===== src/rtl/wash_cycle_seq_pkg.sv =====
`default_nettype none
// ============================================================================
// Module      : wash_cycle_seq_pkg
// Description : Shared definitions for the wash-program sequencer: phase
//               codes and the 2-bit power/speed state-word constants that the
//               upstream washer controller produces.
// Revision    : 1.0 - initial release
// ============================================================================
package wash_cycle_seq_pkg;

    // Phase codes; 6 and 7 are unused and recover to IDLE.
    typedef enum logic [2:0] {
        PH_IDLE  = 3'd0,
        PH_FILL  = 3'd1,
        PH_WASH  = 3'd2,
        PH_RINSE = 3'd3,
        PH_SPIN  = 3'd4,
        PH_DONE  = 3'd5
    } phase_t;

    // State word from the power/speed controller.
    localparam logic [1:0] ST_OFF  = 2'b00;
    localparam logic [1:0] ST_NORM = 2'b01;
    localparam logic [1:0] ST_FAST = 2'b11;

    // 2'b10 is not a legal controller output and counts as off.
    function automatic logic state_is_on(input logic [1:0] st);
        return (st == ST_NORM) || (st == ST_FAST);
    endfunction

endpackage
`default_nettype wire


===== src/rtl/wash_cycle_seq_if.sv =====
`default_nettype none
// ============================================================================
// Module      : wash_cycle_seq_if
// Description : Bundle between the power/speed controller side (master) and
//               the wash-program sequencer (slave).
//               state      : controller state word into the sequencer
//               phase      : current phase code
//               valve/pump/motor_en/motor_dir/motor_fast/door_lock : actuators
//               done       : program finished
//               time_left  : ticks remaining in the current phase
// Revision    : 1.0 - initial release
// ============================================================================
interface wash_cycle_seq_if #(
    parameter int TW = 8
) ();
    logic [1:0]    state;
    logic [2:0]    phase;
    logic          valve;
    logic          pump;
    logic          motor_en;
    logic          motor_dir;
    logic          motor_fast;
    logic          door_lock;
    logic          done;
    logic [TW-1:0] time_left;

    modport master (
        output state,
        input  phase, valve, pump, motor_en, motor_dir, motor_fast,
               door_lock, done, time_left
    );

    modport slave (
        input  state,
        output phase, valve, pump, motor_en, motor_dir, motor_fast,
               door_lock, done, time_left
    );
endinterface
`default_nettype wire


===== src/rtl/wash_cycle_seq_tick_prescaler.sv =====
`default_nettype none
// ============================================================================
// Module      : wash_cycle_seq_tick_prescaler
// Description : Divide-by-TICK_DIV counter with synchronous clear.
//               clk, rst : clock, synchronous active-high reset
//               clr      : force count to 0 on the next clock
//               tick     : high in the last cycle of each TICK_DIV period
// Revision    : 1.0 - initial release
// ============================================================================
module wash_cycle_seq_tick_prescaler #(
    parameter int TICK_DIV = 4
) (
    input  wire logic clk,
    input  wire logic rst,
    input  wire logic clr,
    output logic      tick
);
    localparam int CW = (TICK_DIV > 1) ? $clog2(TICK_DIV) : 1;

    logic [CW-1:0] r_cnt;

    assign tick = (r_cnt == CW'(TICK_DIV - 1));

    always_ff @(posedge clk) begin
        if (rst || clr) begin
            r_cnt <= '0;
        end else if (tick) begin
            r_cnt <= '0;
        end else begin
            r_cnt <= r_cnt + 1'b1;
        end
    end
endmodule
`default_nettype wire


===== src/rtl/wash_cycle_seq.sv =====
`default_nettype none
// ============================================================================
// Module      : wash_cycle_seq
// Description : Timed FILL -> WASH -> RINSE -> SPIN wash-program sequencer.
//               clk, rst : clock, synchronous active-high reset
//               bus      : slave side of wash_cycle_seq_if (state word in,
//                          phase/actuator/done/time_left out)
// Revision    : 1.0 - initial release
// ============================================================================
module wash_cycle_seq
    import wash_cycle_seq_pkg::*;
#(
    parameter int TICK_DIV  = 4,
    parameter int TW        = 8,
    parameter int T_FILL    = 2,
    parameter int T_WASH    = 4,
    parameter int T_RINSE   = 2,
    parameter int T_SPIN_N  = 3,
    parameter int T_SPIN_F  = 2,
    parameter int DIR_TICKS = 2
) (
    input  wire logic        clk,
    input  wire logic        rst,
    wash_cycle_seq_if.slave  bus
);
    localparam int DW = (DIR_TICKS > 1) ? $clog2(DIR_TICKS) : 1;

    phase_t        r_phase;
    phase_t        w_phase_next;
    logic [TW-1:0] r_timer;
    logic [DW-1:0] r_dir_cnt;
    logic          r_dir;
    logic          r_spin_fast;
    logic          w_on;
    logic          w_tick;
    logic          w_expire;
    logic          w_change;
    logic          w_active;
    logic          w_next_active;

    // Timer value loaded on entry to a phase (duration - 1 ticks).
    function automatic logic [TW-1:0] entry_load(input phase_t ph, input logic fast);
        case (ph)
            PH_FILL:  return TW'(T_FILL - 1);
            PH_WASH:  return TW'(T_WASH - 1);
            PH_RINSE: return TW'(T_RINSE - 1);
            PH_SPIN:  return fast ? TW'(T_SPIN_F - 1) : TW'(T_SPIN_N - 1);
            default:  return '0;
        endcase
    endfunction

    assign w_on          = state_is_on(bus.state);
    assign w_expire      = w_tick && (r_timer == '0);
    assign w_change      = (w_phase_next != r_phase);
    assign w_active      = (r_phase >= PH_FILL) && (r_phase <= PH_SPIN);
    assign w_next_active = (w_phase_next >= PH_FILL) && (w_phase_next <= PH_SPIN);

    // Clearing on every phase change makes each phase exactly duration*TICK_DIV
    // cycles long; holding clear outside active phases keeps IDLE/DONE tick-free.
    wash_cycle_seq_tick_prescaler #(
        .TICK_DIV (TICK_DIV)
    ) u_prescaler (
        .clk  (clk),
        .rst  (rst),
        .clr  (w_change || !w_next_active),
        .tick (w_tick)
    );

    // Next phase; power-off is checked before expiry so it wins.
    always_comb begin
        w_phase_next = r_phase;
        case (r_phase)
            PH_IDLE:  if (w_on) w_phase_next = PH_FILL;
            PH_FILL:  if (!w_on) w_phase_next = PH_IDLE; else if (w_expire) w_phase_next = PH_WASH;
            PH_WASH:  if (!w_on) w_phase_next = PH_IDLE; else if (w_expire) w_phase_next = PH_RINSE;
            PH_RINSE: if (!w_on) w_phase_next = PH_IDLE; else if (w_expire) w_phase_next = PH_SPIN;
            PH_SPIN:  if (!w_on) w_phase_next = PH_IDLE; else if (w_expire) w_phase_next = PH_DONE;
            PH_DONE:  if (!w_on) w_phase_next = PH_IDLE;
            default:  w_phase_next = PH_IDLE;
        endcase
    end

    always_ff @(posedge clk) begin
        if (rst) begin
            r_phase     <= PH_IDLE;
            r_timer     <= '0;
            r_dir_cnt   <= '0;
            r_dir       <= 1'b0;
            r_spin_fast <= 1'b0;
        end else begin
            r_phase <= w_phase_next;
            if (w_change) begin
                r_timer   <= entry_load(w_phase_next, bus.state[1]);
                r_dir_cnt <= '0;
                r_dir     <= 1'b0;
                // Speed is sampled once at SPIN entry and frozen for the phase.
                if (w_phase_next == PH_SPIN) begin
                    r_spin_fast <= bus.state[1];
                end
            end else if (w_tick) begin
                r_timer <= r_timer - 1'b1;
                if (r_phase == PH_WASH) begin
                    if (r_dir_cnt == DW'(DIR_TICKS - 1)) begin
                        r_dir_cnt <= '0;
                        r_dir     <= ~r_dir;
                    end else begin
                        r_dir_cnt <= r_dir_cnt + 1'b1;
                    end
                end
            end
        end
    end

    // Outputs decode the registered phase, so an abort clears them together.
    assign bus.phase      = r_phase;
    assign bus.valve      = (r_phase == PH_FILL);
    assign bus.pump       = (r_phase == PH_RINSE) || (r_phase == PH_SPIN);
    assign bus.motor_en   = (r_phase == PH_WASH) || (r_phase == PH_RINSE) || (r_phase == PH_SPIN);
    assign bus.motor_dir  = (r_phase == PH_WASH) && r_dir;
    assign bus.motor_fast = (r_phase == PH_SPIN) && r_spin_fast;
    assign bus.door_lock  = w_active;
    assign bus.done       = (r_phase == PH_DONE);
    assign bus.time_left  = w_active ? (r_timer + 1'b1) : '0;

endmodule
`default_nettype wire


===== src/flat_wrapper.sv =====
// flat-port wrapper written by rule: the top's interface ports become plain ports
module wash_cycle_seq_flat import wash_cycle_seq_pkg::*;
#(
    parameter int TICK_DIV  = 4,
    parameter int TW        = 8,
    parameter int T_FILL    = 2,
    parameter int T_WASH    = 4,
    parameter int T_RINSE   = 2,
    parameter int T_SPIN_N  = 3,
    parameter int T_SPIN_F  = 2,
    parameter int DIR_TICKS = 2
)
  (clk, rst, bus_state, bus_phase, bus_valve, bus_pump, bus_motor_en, bus_motor_dir, bus_motor_fast, bus_door_lock, bus_done, bus_time_left);
  wash_cycle_seq_if #(.TW(TW)) bus_i ();
  input  wire logic clk;
  input  wire logic rst;
  input wire logic [$bits(bus_i.state)-1:0] bus_state;
  output wire logic [$bits(bus_i.phase)-1:0] bus_phase;
  output wire logic [$bits(bus_i.valve)-1:0] bus_valve;
  output wire logic [$bits(bus_i.pump)-1:0] bus_pump;
  output wire logic [$bits(bus_i.motor_en)-1:0] bus_motor_en;
  output wire logic [$bits(bus_i.motor_dir)-1:0] bus_motor_dir;
  output wire logic [$bits(bus_i.motor_fast)-1:0] bus_motor_fast;
  output wire logic [$bits(bus_i.door_lock)-1:0] bus_door_lock;
  output wire logic [$bits(bus_i.done)-1:0] bus_done;
  output wire logic [$bits(bus_i.time_left)-1:0] bus_time_left;
  assign bus_i.state = bus_state;
  assign bus_phase = bus_i.phase;
  assign bus_valve = bus_i.valve;
  assign bus_pump = bus_i.pump;
  assign bus_motor_en = bus_i.motor_en;
  assign bus_motor_dir = bus_i.motor_dir;
  assign bus_motor_fast = bus_i.motor_fast;
  assign bus_door_lock = bus_i.door_lock;
  assign bus_done = bus_i.done;
  assign bus_time_left = bus_i.time_left;
  wash_cycle_seq #(.TICK_DIV(TICK_DIV), .TW(TW), .T_FILL(T_FILL), .T_WASH(T_WASH), .T_RINSE(T_RINSE), .T_SPIN_N(T_SPIN_N), .T_SPIN_F(T_SPIN_F), .DIR_TICKS(DIR_TICKS)) u_core (.clk(clk), .rst(rst), .bus(bus_i));
endmodule

===== config.mk =====
export PLATFORM = sky130hd
export DESIGN_NAME = wash_cycle_seq_flat
export DESIGN_NICKNAME = d
export VERILOG_FILES = /design/src/rtl/wash_cycle_seq_pkg.sv /design/src/rtl/wash_cycle_seq_if.sv /design/src/rtl/wash_cycle_seq_tick_prescaler.sv /design/src/rtl/wash_cycle_seq.sv /design/src/flat_wrapper.sv
export SDC_FILE = /design/constraint.sdc
export NUM_CORES = 1
export LEC_CHECK = 0
export ABC_AREA = 1
export BUFFER_PORTS_ARGS = -buffer_cell sky130_fd_sc_hd__buf_2
export CORE_MARGIN = 2
export CORE_UTILIZATION = 44
export DETAILED_ROUTE_END_ITERATION = 16
export PLACE_DENSITY = 0.66
export SETUP_SLACK_MARGIN = 0.4
export SLEW_MARGIN = 20
export SYNTH_ARGS = -nofsm -noshare
export SYNTH_HDL_FRONTEND = slang
export SYNTH_SLANG_ARGS = --single-unit

===== constraint.sdc =====
create_clock -name clk -period 2.5 [get_ports clk]
set_input_delay 0.125 -clock clk [delete_from_list [all_inputs] [get_ports clk]]
set_output_delay 0.125 -clock clk [all_outputs]
set_load 0.02 [all_outputs]

# After elaboration in Yosys (flattened, before gate mapping)
# Index checks and enable logic that the tools add are counted.
[classes] addsub=4 order_cmp=4 n_eq_ne=13 mux=17 bitwise_logic=1 reduce_logical=21
[op_table] cell="2-to-1 mux 3 bit" n=10
[op_table] cell="2-to-1 mux 8 bit" n=3
[op_table] cell="case mux 8 bit (3 select lines)" n=1
[op_table] cell="case mux 3 bit (6 select lines)" n=1
[op_table] cell="== test 3 x 2 -> 1 bit (second input constant)" n=4
[op_table] cell="== test 3 bit (second input constant)" n=3
[op_table] cell="adder 8 x 1 -> 8 bit (second input constant)" n=1
[op_table] cell="zero test 8 bit" n=1
[op_table] cell="subtractor 8 x 1 -> 8 bit (second input constant)" n=1
[op_table] cell="== test 3 x 1 -> 1 bit (second input constant)" n=2
[op_table] cell="greater-or-equal comparator 3 x 1 -> 1 bit (second input constant)" n=2
[op_table] cell="<= comparator 3 bit (second input constant)" n=2
[op_table] cell="logical OR 1 bit" n=6
[op_table] cell="OR reduction 2 bit" n=3
[op_table] cell="logical AND 1 bit" n=5
[op_table] cell="== test 2 bit (second input constant)" n=2
[op_table] cell="AND reduction 2 bit" n=2
[op_table] cell="zero test 3 bit" n=1
[op_table] cell="inequality test 3 bit" n=1
[op_table] cell="AND reduction 3 bit" n=1
[op_table] cell="adder 2 x 1 -> 2 bit (second input constant)" n=1
[op_table] cell="== test 2 x 1 -> 1 bit (second input constant)" n=1
[op_table] cell="2-to-1 mux 2 bit" n=1
[op_table] cell="nonzero test 2 bit" n=1
[op_table] cell="other kinds (4)" n=4
[totals] regBits=16 input_bits=4 output_inout_bits=18 elab_cells=66

# Logic depth before layout (Yosys ltp)
# Gate-level depths: netlist (run 1).
[logic_depth] word_depth=11 mapped_depth=15 ltp_nobuf=15

# Modules after synthesis
# Synthesis (run 1) repeated with hierarchy kept, for this count alone.
[hier_totals] hier_cells=174 hier_area_um2=1151.1
[by_module_without_submodules] module="wash_cycle_seq" instances=1 cells_per_inst=165 area_each_um2=1076.0 seq_area_each_um2=280.3
[by_module_without_submodules] module="wash_cycle_seq_tick_prescaler" instances=1 cells_per_inst=9 area_each_um2=75.1 seq_area_each_um2=40.0

# Worst setup path after synthesis (run 1)
# Ideal clock, no wire load.
[synth_timing] kind="reg-to-output" startpoint="register u_core.r_phase[0], in the netlist u_core.bus.phase[0]" endpoint="output bus_time_left[4]" t_arrival_ns=2.240 slack_ns=0.135 stages_incl_launch_ff=7 cell_sequence="dfxtp_1 inv_2 nor2_1 inv_1 nand3_1 inv_1 a2111oi_0"
[synth_between] elab_chain_cells=3
[synth_rtl] element="start, declared" line="wash_cycle_seq.sv:28" source="phase_t r_phase;"
[synth_rtl] element="start signal, assigned" line="wash_cycle_seq.sv:91" source="r_phase <= w_phase_next;"
[synth_rtl] element="greater-or-equal comparator 3 x 1 -> 1 bit / <= comparator 3 bit (equally long branches)" line="wash_cycle_seq.sv:55" source="assign w_active = (r_phase >= PH_FILL) && (r_phase <= PH_SPIN);"
[synth_rtl] element="logical AND 1 bit (*)" line="wash_cycle_seq.sv:55"
[synth_rtl] element="net bus_door_lock" line="flat_wrapper.sv:24" source="output wire logic [$bits(bus_i.door_lock)-1:0] bus_door_lock;"
[synth_rtl] element="2-to-1 mux 8 bit (*)" line="wash_cycle_seq.sv:123" source="assign bus.time_left = w_active ? (r_timer + 1'b1) : '0;"
[synth_rtl] element="end, declared" line="flat_wrapper.sv:26" source="output wire logic [$bits(bus_i.time_left)-1:0] bus_time_left;"
# The timed path passes the listed nets; every way through them passes the cells marked *.

# Final worst setup path (run 1)
[layout_timing] startpoint="register u_core.r_timer[0]" endpoint="output bus_time_left[7]"
[layout_between] elab_chain_cells=2
[layout_rtl] element="start, declared" line="wash_cycle_seq.sv:30" source="logic [TW-1:0] r_timer;"
[layout_rtl] element="start signal, assigned" line="wash_cycle_seq.sv:93" source="r_timer <= entry_load(w_phase_next, bus.state[1]);"
[layout_rtl] element="start signal, assigned" line="wash_cycle_seq.sv:101" source="r_timer <= r_timer - 1'b1;"
[layout_rtl] element="adder 8 x 1 -> 8 bit" line="wash_cycle_seq.sv:123"
[layout_rtl] element="2-to-1 mux 8 bit" line="wash_cycle_seq.sv:123"
# Every way passes these cells.

==> results.md, run 1 <==
- The die covers a little over 3000 sq um.
- For the finished layout, the period the worst path requires is 1.86 ns.
- The H-tree level count is 1.
- In this run the mean area of a mapped cell was around 6.6 sq um.
- The initialized floorplan defines 18 standard-cell rows.
- The initial DRC count is 35.
- Static timing analysis puts the maximum clock frequency at 537 MHz.
- The global routing usage summed across all routing layers is between 15 and 20%.
- The first-pass GRT wire length is between 4000 and 5000 microns.
- The worst setup path is of the reg2out kind.
- For the pin with the worst max-slew slack, the measured transition is a little under 0.4 ns.
- The number of warnings reported in the yosys synthesis log is 0.
- For this run the aggregate overflow at the end of global routing stands at 0.
- The sequential cell area in the final layout is around 320 sq um.
- The worst setup path is captured at an output port.
- The highest fanout seen on the critical path is 5.
- The fraction of final layout cells sized beyond drive strength 1 is between 30% and 40%.
- The total clock sinks is 16.
- Once detail routing completed, the nets flagged for antenna violations numbered 0.
- The die is roughly 56 microns wide.
- Headroom to the max-slew limit came out at 73.6%.
- For the worst setup path, the data required time is roughly 2.4 ns.
- The total routed wirelength is between 2000 and 3000 microns.
- 0 antenna diodes ended up in the layout.
- The share of flip-flops with an asynchronous set or reset is 0%.
- The post-route non-filler standard cell count is between 200 and 250.
- TritonCTS built the clock tree.
- The first-pass iteration count of the detailed router is 4.
- The number of CTS-inserted buffers is 3.
- Max-cap violations in this run came to 0.
- Setup repair after global routing left no endpoint under its margin.
- In this run the deepest clock path goes through 2 buffers.
- The multi-input gate area in the final layout is 754 sq um.
- The maximum number of pins on one net before global-route repair is 10.
- The die is 55.8 microns tall.
- In this run the cell area of the synthesized design comes to 1180 sq um.
- The post-route total power is slightly above 500 uW.
- The total of hold buffers inserted after clock tree synthesis is 0.
- In the synthesized netlist the dominant register cell turns out to be dfxtp_1.
- The clock-pin transition on the worst setup and hold timing paths is approximately 0.1 ns.
- Cells fill roughly 55% of the core in the end.
- Summing the sequential cell areas from Yosys gives about 27% of the chip area.
- The starting density of the core is between 40% and 50%.
- The routed layout has about 1,200 vias.
- Setup violations remaining at the end of the flow were counted as 0.
- The global placement routability congestion is 0.778.
- The largest clock skew in the final design is 0.00501 ns.
- The class of the tightest hold or removal check is in2reg.
- The number of max-slew violations in the final report is 0.
- In this run the register-to-register setup slack is 0.71 ns.
- The number of port buffers is 21.
- The final sum of negative setup slack is 0 ns.
- The DRC violations left is 0.
- Relative to the synthesized area, the layout overhead comes to 16.8%.
- The number of primary I/O pins is 22.
- Counting tap cells, the placed design contains a total of 230 instances.
- The number of flops mapped to enable cells by yosys is 0.
- After routing the design area is approximately 1400 sq um.
- The average wire per cell in the routed design is approximately 11 microns.
- The run finished with clean final reports.
- For the worst setup path, the data arrival time is between 1.5 and 2 ns.
- The launching element type of the critical path is a flop.
- The instance count of the mapped netlist is 180.
- The filler cells instantiated in the layout total 252.
- At the later pin of the worst-skew pair, clock insertion delay measures just under 0.3 ns.
- The via count of the first global-routing pass is approximately 1,000.
- In this run the standard cell core region covers approximately 2500 sq um.
- The via count normalized by instance count is a little under 5.
- The number of hold violations in the final report is 0.
- Power spread over the standard cell area amounts to 373 nW/um^2.
- The analysis attributes to cell leakage a power of between 0.6 and 0.7 nW.
- The cell chosen for the clock root is clkbuf_4.
- Dividing the final minimum period by the clock period gives around 75%.
- At the end of the flow, the number of nets in the layout was roughly 210.
- The synthesized design contains 16 register bits.
- The number of antenna violations at the first check in global routing came to 0.
- The synthesized netlist contains 28 unique library cells.
- The placed instances occupy a cell area of roughly 1300 sq um.
- The post-synth net total is 188.
- Detailed placement finished with a half-perimeter wire length of 2020 microns.
- IR analysis of the VDD net gives a maximum drop of around 0.25 mV.
[stage by stage]
step / hold WS [ns] / worst slack (ns)
after CTS: 0.0211 / 0.428
after global placement: 0.337 / 0.739
after detailed placement: 0.344 / 0.703
after floorplan: 0.197 / 0.616
after global routing: 0.0284 / 0.401
final: 0.0216 / 0.636
[area by class of cell]
class | count | share of cell area, %
Sequential cell | 16 | 23.5
Inverter | 32 | 8.72
Timing Repair Buffer | 21 | 7.63
Multi-Input combinational cell | 131 | 54.8
Clock buffer | 4 | 2.63
Tap cell | 30 | 2.72
[synth_stat cells (2+ instances only)]
master,count,area (sq um)
a21oi_1,4,20.0
nand2_4,2,22.5
inv_1,22,82.6
xor2_1,4,35.0
o21ai_0,5,25.0
o21ai_1,3,15.0
nand2_1,43,161
inv_2,10,37.5
nand3_2,2,20.0
nor2_1,23,86.3
ha_1,4,50.1
nor2_2,8,50.1
a21oi_2,4,35.0
nor3_1,3,15.0
nand3_1,13,65.1
dfxtp_1,16,320
nand4_1,3,18.8
[state kept, by name, indices dropped and copies added (netlist names)]
register and cells:
u_core.bus.phase 3, u_core.r_dir 1, u_core.r_dir_cnt 1, u_core.r_spin_fast 1
u_core.r_timer 8, u_core.u_prescaler.r_cnt 2
[final timing paths]
path                                             startpoint                          end  depth (start not counted)
worst max-delay path                      u_core.r_timer[0]             bus_time_left[7]                          8
worst min-delay path                                    rst          u_core.bus.phase[2]                          2
worst max register to register            u_core.r_timer[0]            u_core.r_timer[1]                         10
worst min register to register  u_core.u_prescaler.r_cnt[0]  u_core.u_prescaler.r_cnt[0]                          1
[kinds of logic (layout without fill, tap and decap cells)]
family,count (synthesis),after routing,synth area share [%]
simple gates,104,104,44.0
compound gates,19,19,10.5
fa+ha+maj,4,4,4.24
xor+xnor,4,4,2.97
flops,16,16,27.1
buf+inv,33,57,11.1
[power by group]
part	internal [mW]	total (mW)	switching, mW
clock network	0.0888	0.175	0.0865
logic	0.0243	0.0740	0.0497
registers	0.260	0.265	0.00501
[layout by cell type, fill, tap and decap left out, drive strengths merged]
master / Yosys / routed
nor2: 32 / 32
nand4: 3 / 3
clkbuf: 0 / 4
ha: 4 / 4
inv: 32 / 32
o21ai: 9 / 9
nand2: 46 / 46
a21oi: 8 / 8
dfxtp: 16 / 16
nand3: 16 / 16
xor2: 4 / 4
nor4: 2 / 2
buf: 1 / 21
nor3: 4 / 4
nor3b: 1 / 1
a21boi: 1 / 1
a2111oi: 1 / 1
[metal layers]
layer / track usage (%) / wire length, microns
met2: 27.6 / 1230
met3: 2.79 / 103
met5: 0 / 0
met1: 22.4 / 1190
met4: 5.23 / 34
[worst max-delay path, cell delays in order, from the launching register on]
cell and delay (ns):
dfxtp_2 0.37, inv_1 0.11, nor3_1 0.20, inv_1 0.12
nor4_4 0.18, nand2_1 0.10, o21ai_0 0.16, a21oi_1 0.05
buf_2 0.16
[timing repair]
action / 4_1_cts / 5_1_grt
buffers inserted: 0 / 0
endpoints found under the hold margin: 0 / 0
resized for setup: 0 / 6
endpoints found under the setup margin: 0 / 4
Note: power is estimated with default switching activity, not from simulation.
==> inputs of run 2 (changes only) <==
PLACE_DENSITY = 0.68   (was 0.66)
clock period = 1.5 ns   (was 2.5 ns; I/O delays follow)
==> run 2 against run 1 <==
Compared with the run above: the run now fails in 5_1_grt; area after synthesis unchanged; synthesized cell count unchanged.
==> results.md, run 2 <==
- The flow did not finish.
- The failing step is 5_1_grt.
- The first error in the log reads "[ERROR DPL-0038] Utilization greater than 100%, impossible to legalize".
- Buffers inserted during clock tree synthesis total 3.
- The share of flip-flops with an asynchronous set or reset is 0%.
- Buffers placed on the I/O ports in this run total 21.
- The tree is rooted in a clkbuf_4.
- The kind of the worst endpoint is a register data pin.
- The mean post-synth cell area is approximately 6.6 sq um.
- Counting along the longest clock path gives a buffer depth of 2.
- 22 I/O pins were placed.
- The floorplan has 18 rows.
- In the synthesized netlist the dominant register cell turns out to be dfxtp_1.
- The library cell with the highest instance count after synthesis is nand2_1.
- CTS saw 16 sinks.
- The synthesized flop and latch total is 16.
- The global placement routability congestion is between 0.8 and 0.9.
- The pin ending the worst setup path after global-route repair is u_core.r_timer[0]$_SDFFE_PP0P_/D.
- The total placed instance area is 1840 sq um.
- Once the floorplan was initialized, standard cells occupied between 40 and 50% of the core.
- Summed over all nets, the half-perimeter wirelength after detailed placement is ~2700 microns.
- The instance count of the mapped netlist is between 150 and 200.
- In this run, synthesis inferred 0 flip-flops with an integrated enable.
- The number of warnings reported in the yosys synthesis log is 0.
- The synthesized netlist contains 28 unique library cells.
- Sorting the synthesized cells by area gives the leading types as dfxtp_1 27%, nand2_1 14%, nor2_1 7.3%, inv_1 7.0%, nand3_1 5.5%.
- In this run the vertical extent of the chip is between 50 and 60 microns.
- Summed over its instances, the top area cell type makes up a little over a quarter of the synthesized netlist area.
- The commonest cells after synthesis are 43 x nand2_1, 23 x nor2_1, 22 x inv_1.
- The floorplan die width is between 50 and 60 microns.
- Counting every net in the synthesized netlist gives 188.
- CTS built an H-tree with a depth of 1.
- The maximum number of pins on one net before global-route repair is 10.
- Summing the sequential cell areas from Yosys gives between 20% and 30% of the chip area.
- The post-synthesis instance area is 1180 sq um.
- The cell accounting for the most synthesized area is dfxtp_1.
run 2: cell counts after synthesis:
Identical to the previous run, type by type.
run 2: cells by family after synthesis:
group                      after synthesis  synth area share (%)
buffers and inverters                   33                  11.1
adders and majority gates                4                  4.24
DFF                                     16                  27.1
and+or+nand+nor                        104                  44.0
xor gates and xnor gates                 4                  2.97
AOI/OAI and AO/OA                       19                  10.5
run 2: timing repair:
action | CTS
setup buffers | 12
hold buffers | 1
endpoints found under the hold margin | 3
resized for setup | 102
endpoints found under the setup margin | 31
pin swaps | 20
run 2: through the flow:
| stage | util (%) | worst slack, ns | cells |
|---|---|---|---|
| 2_1_floorplan | - | -0.0228 | 180 |
| 3_3_place_gp | 73.7 | -0.107 | 269 |
| 3_5_place_dp | 73.7 | -0.180 | 269 |
| 4_1_cts | 93.6 | -0.270 | 286 |
==> inputs of run 3 (changes only) <==
CORE_UTILIZATION = 29   (was 44)
PLACE_DENSITY = not set   (was 0.68)
PLACE_DENSITY_LB_ADDON = 0.15   (was not set)
SETUP_SLACK_MARGIN = not set   (was 0.4)
clock period = 1.95 ns   (was 1.5 ns; I/O delays follow)
==> run 3 against run 2 <==
Compared with the run above: the run now ends clean.
==> results.md, run 3 (same netlist as run 1, synthesis figures left out) <==
- The multi-input gate area in the final layout is 754 sq um.
- The critical path in this run is classified as reg2out.
- Routability-driven placement finished with a final weighted congestion of just over 0.9.
- The H-tree level count is 1.
- The global-route congestion overflow total is 0.
- The relative area change from synthesis to final layout is 21.7%.
- The via count of the first global-routing pass is around 1,000.
- The number of fill cells in the layout is roughly 440.
- The antenna violation net count after detailed routing is 0.
- OpenSTA, run right after detailed placement, puts the worst setup slack at 0.152 ns.
- The highest attainable clock frequency is around 570 MHz.
- The total half-perimeter wirelength after legalization and detailed placement is approximately 2100 microns.
- The first-pass iteration count of the detailed router is 4.
- The worst hold path belongs to the class in2reg.
- The clock-pin transition on the worst setup and hold timing paths is ~0.06 ns.
- The detailed router finished its first iteration with 25 violations.
- Counting instances, the worst hold path has a depth of 2.
- The number of maximum-capacitance violations is 0.
- STA classifies the critical path startpoint as a flop.
- During placement, the flow inserted port buffers numbering 21.
- The source-to-sink clock delay at the later pin of the worst-skew pair is 0.25 ns.
- The number of CTS-inserted buffers is 3.
- TritonCTS built the clock tree.
- The sequential cells in the finished layout cover a total of around 320 sq um.
- Counting cells, the worst reg-to-reg path comes to 10.
- The number of hold violations in the final report is 0.
- The signal on the critical path passes through inv_1 > nor3_1 > inv_1 > nor4_4 > nand2_1 > o21ai_0 > a21oi_1 > buf_2.
- The maximum number of pins on one net before global-route repair is 10.
- The post-CTS setup buffer count is 0.
- In the finished design, the share of the clock period the worst path needs comes to between 80% and 90%.
- Global routing used about an eighth of the available tracks across all layers.
- The library cells used most frequently in the layout, excluding fill and tap cells, are 43 x nand2_1, 23 x nor2_1, 21 x inv_1, 21 x buf_2.
- The most frequent standard cell in the layout excluding fill and tap cells is nand2_1.
- The number of max-slew violations in the final report is 0.
- The total routed wirelength is ~2700 microns.
- The run finished with clean final reports.
- The fraction of final layout cells sized beyond drive strength 1 is 32.5%.
- The die is ~68 microns tall.
- The max-slew headroom at the worst pin is between 70% and 80%.
- The via count normalized by instance count is ~4.5.
- The row count is 23.
- The cell chosen for the clock root is clkbuf_8.
- STA classifies the critical path endpoint as an output port.
- The net count of the finished layout is roughly 220.
- The clock passes through at most 2 buffers.
- The number of primary I/O pins is 22.
- The average wire per cell in the routed design is between 10 and 15 microns.
- The analysis attributes to cell leakage a power of between 0.6 and 0.7 nW.
- The highest fanout seen on the critical path is 4.
- The placeable core region is about 4000 sq um.
- The worst voltage drop across the vdd grid is ~0.27 mV.
- The worst path in the final design needs a cycle of between 1.5 and 2 ns, including I/O delays and setup.
- The final setup violation count is 0.
- The worst path meets setup with 0.205 ns of slack.
- For the worst setup path, the data required time is 1.85 ns.
- For the pin with the worst max-slew slack, the measured transition is 0.309 ns.
- The largest clock skew in the final design is approximately 0.0014 ns.
- The number of antenna cells inserted is 0.
- The most flop-heavy register is u_core.r_timer.
- Measured along the x axis, the die boundary spans between 60 and 70 microns.
- The register with the most flip-flops in the layout has 8 of them.
- The slowest cell on the critical path is dfxtp_1.
- The total clock sinks is 16.
- The routed layout has 1,142 vias.
- The maximum cell stage delay along the critical path is 0.37 ns.
- The first global-routing pass estimated roughly 4400 microns of wire.
- For this design the ratio of total power to cell area is between 500 and 600 nW/um^2.
- After routing, the total negative slack on setup checks comes to 0 ns.
- The number of antenna violations at the first check in global routing is 0.
- The starting density of the core is 29.7%.
- Counting stages on the worst path, the most repeated cell is inv_1.
- Setup repair after global routing left no endpoint under its margin.
- The floorplan step defined a die boundary enclosing between 4000 and 5000 sq um.
- The DRC violations left is 0.
- STA puts the critical path data arrival time at about 1.7 ns.
[run 3: timing repair]
item,in CTS,in global routing
gates resized for setup,1,6
endpoints found under the setup margin,1,12
hold buffers,0,0
[run 3: metrics by stage]
stage          utilization, %  std cells  power (mW)  area (sq um)  hold WS [ns]
6_report                 36.2        256       0.733          1440        0.0344
5_1_grt                  36.2        256       0.779          1440        0.0405
4_1_cts                  35.7        256       0.750          1420        0.0290
3_5_place_dp             34.2        252       0.441          1360         0.303
3_3_place_gp             34.2        252       0.443          1360         0.324
2_1_floorplan               -        180       0.417          1190         0.170
[run 3: layout make-up]
| type | instances | share of cell area (%) |
|---|---|---|
| multi-input cells | 131 | 52.5 |
| flip-flops and latches | 16 | 22.6 |
| repair buffers | 23 | 8.36 |
| inverters | 32 | 8.36 |
| clock buffers | 4 | 3.83 |
| well taps | 50 | 4.36 |
[run 3: worst max-delay path: cells and delay by family, from the launching register on]
kind | cells | cell delay (ns)
flops | 1 | 0.37
simple gates | 3 | 0.44
buf+inv | 3 | 0.39
compound gates | 2 | 0.20
[run 3: worst paths after layout]
kind	to	slack (ns)	startpoint
setup / recovery	bus_time_left[7]	0.21	u_core.r_timer[1]
hold / removal	u_core.bus.phase[0]	0.03	rst
setup reg to reg	u_core.r_timer[1]	0.22	u_core.u_prescaler.r_cnt[0]
hold reg to reg	u_core.u_prescaler.r_cnt[0]	0.42	u_core.u_prescaler.r_cnt[0]
[run 3: metal layers]
layer | wire length, microns | track usage [%] | share of wire (%)
met2 | 1270 | 20.8 | 47
met4 | 35 | 6.25 | 1.3
met1 | 1300 | 15.8 | 49
met3 | 74 | 3.50 | 2.8
met5 | 0 | 0 | 0
[run 3: power breakdown]
group	total (mW)	internal [mW]	leakage (nW)	switching [mW]
registers	0.340	0.333	0.131	0.00662
clock network	0.299	0.179	0.0288	0.120
logic	0.0943	0.0321	0.539	0.0622
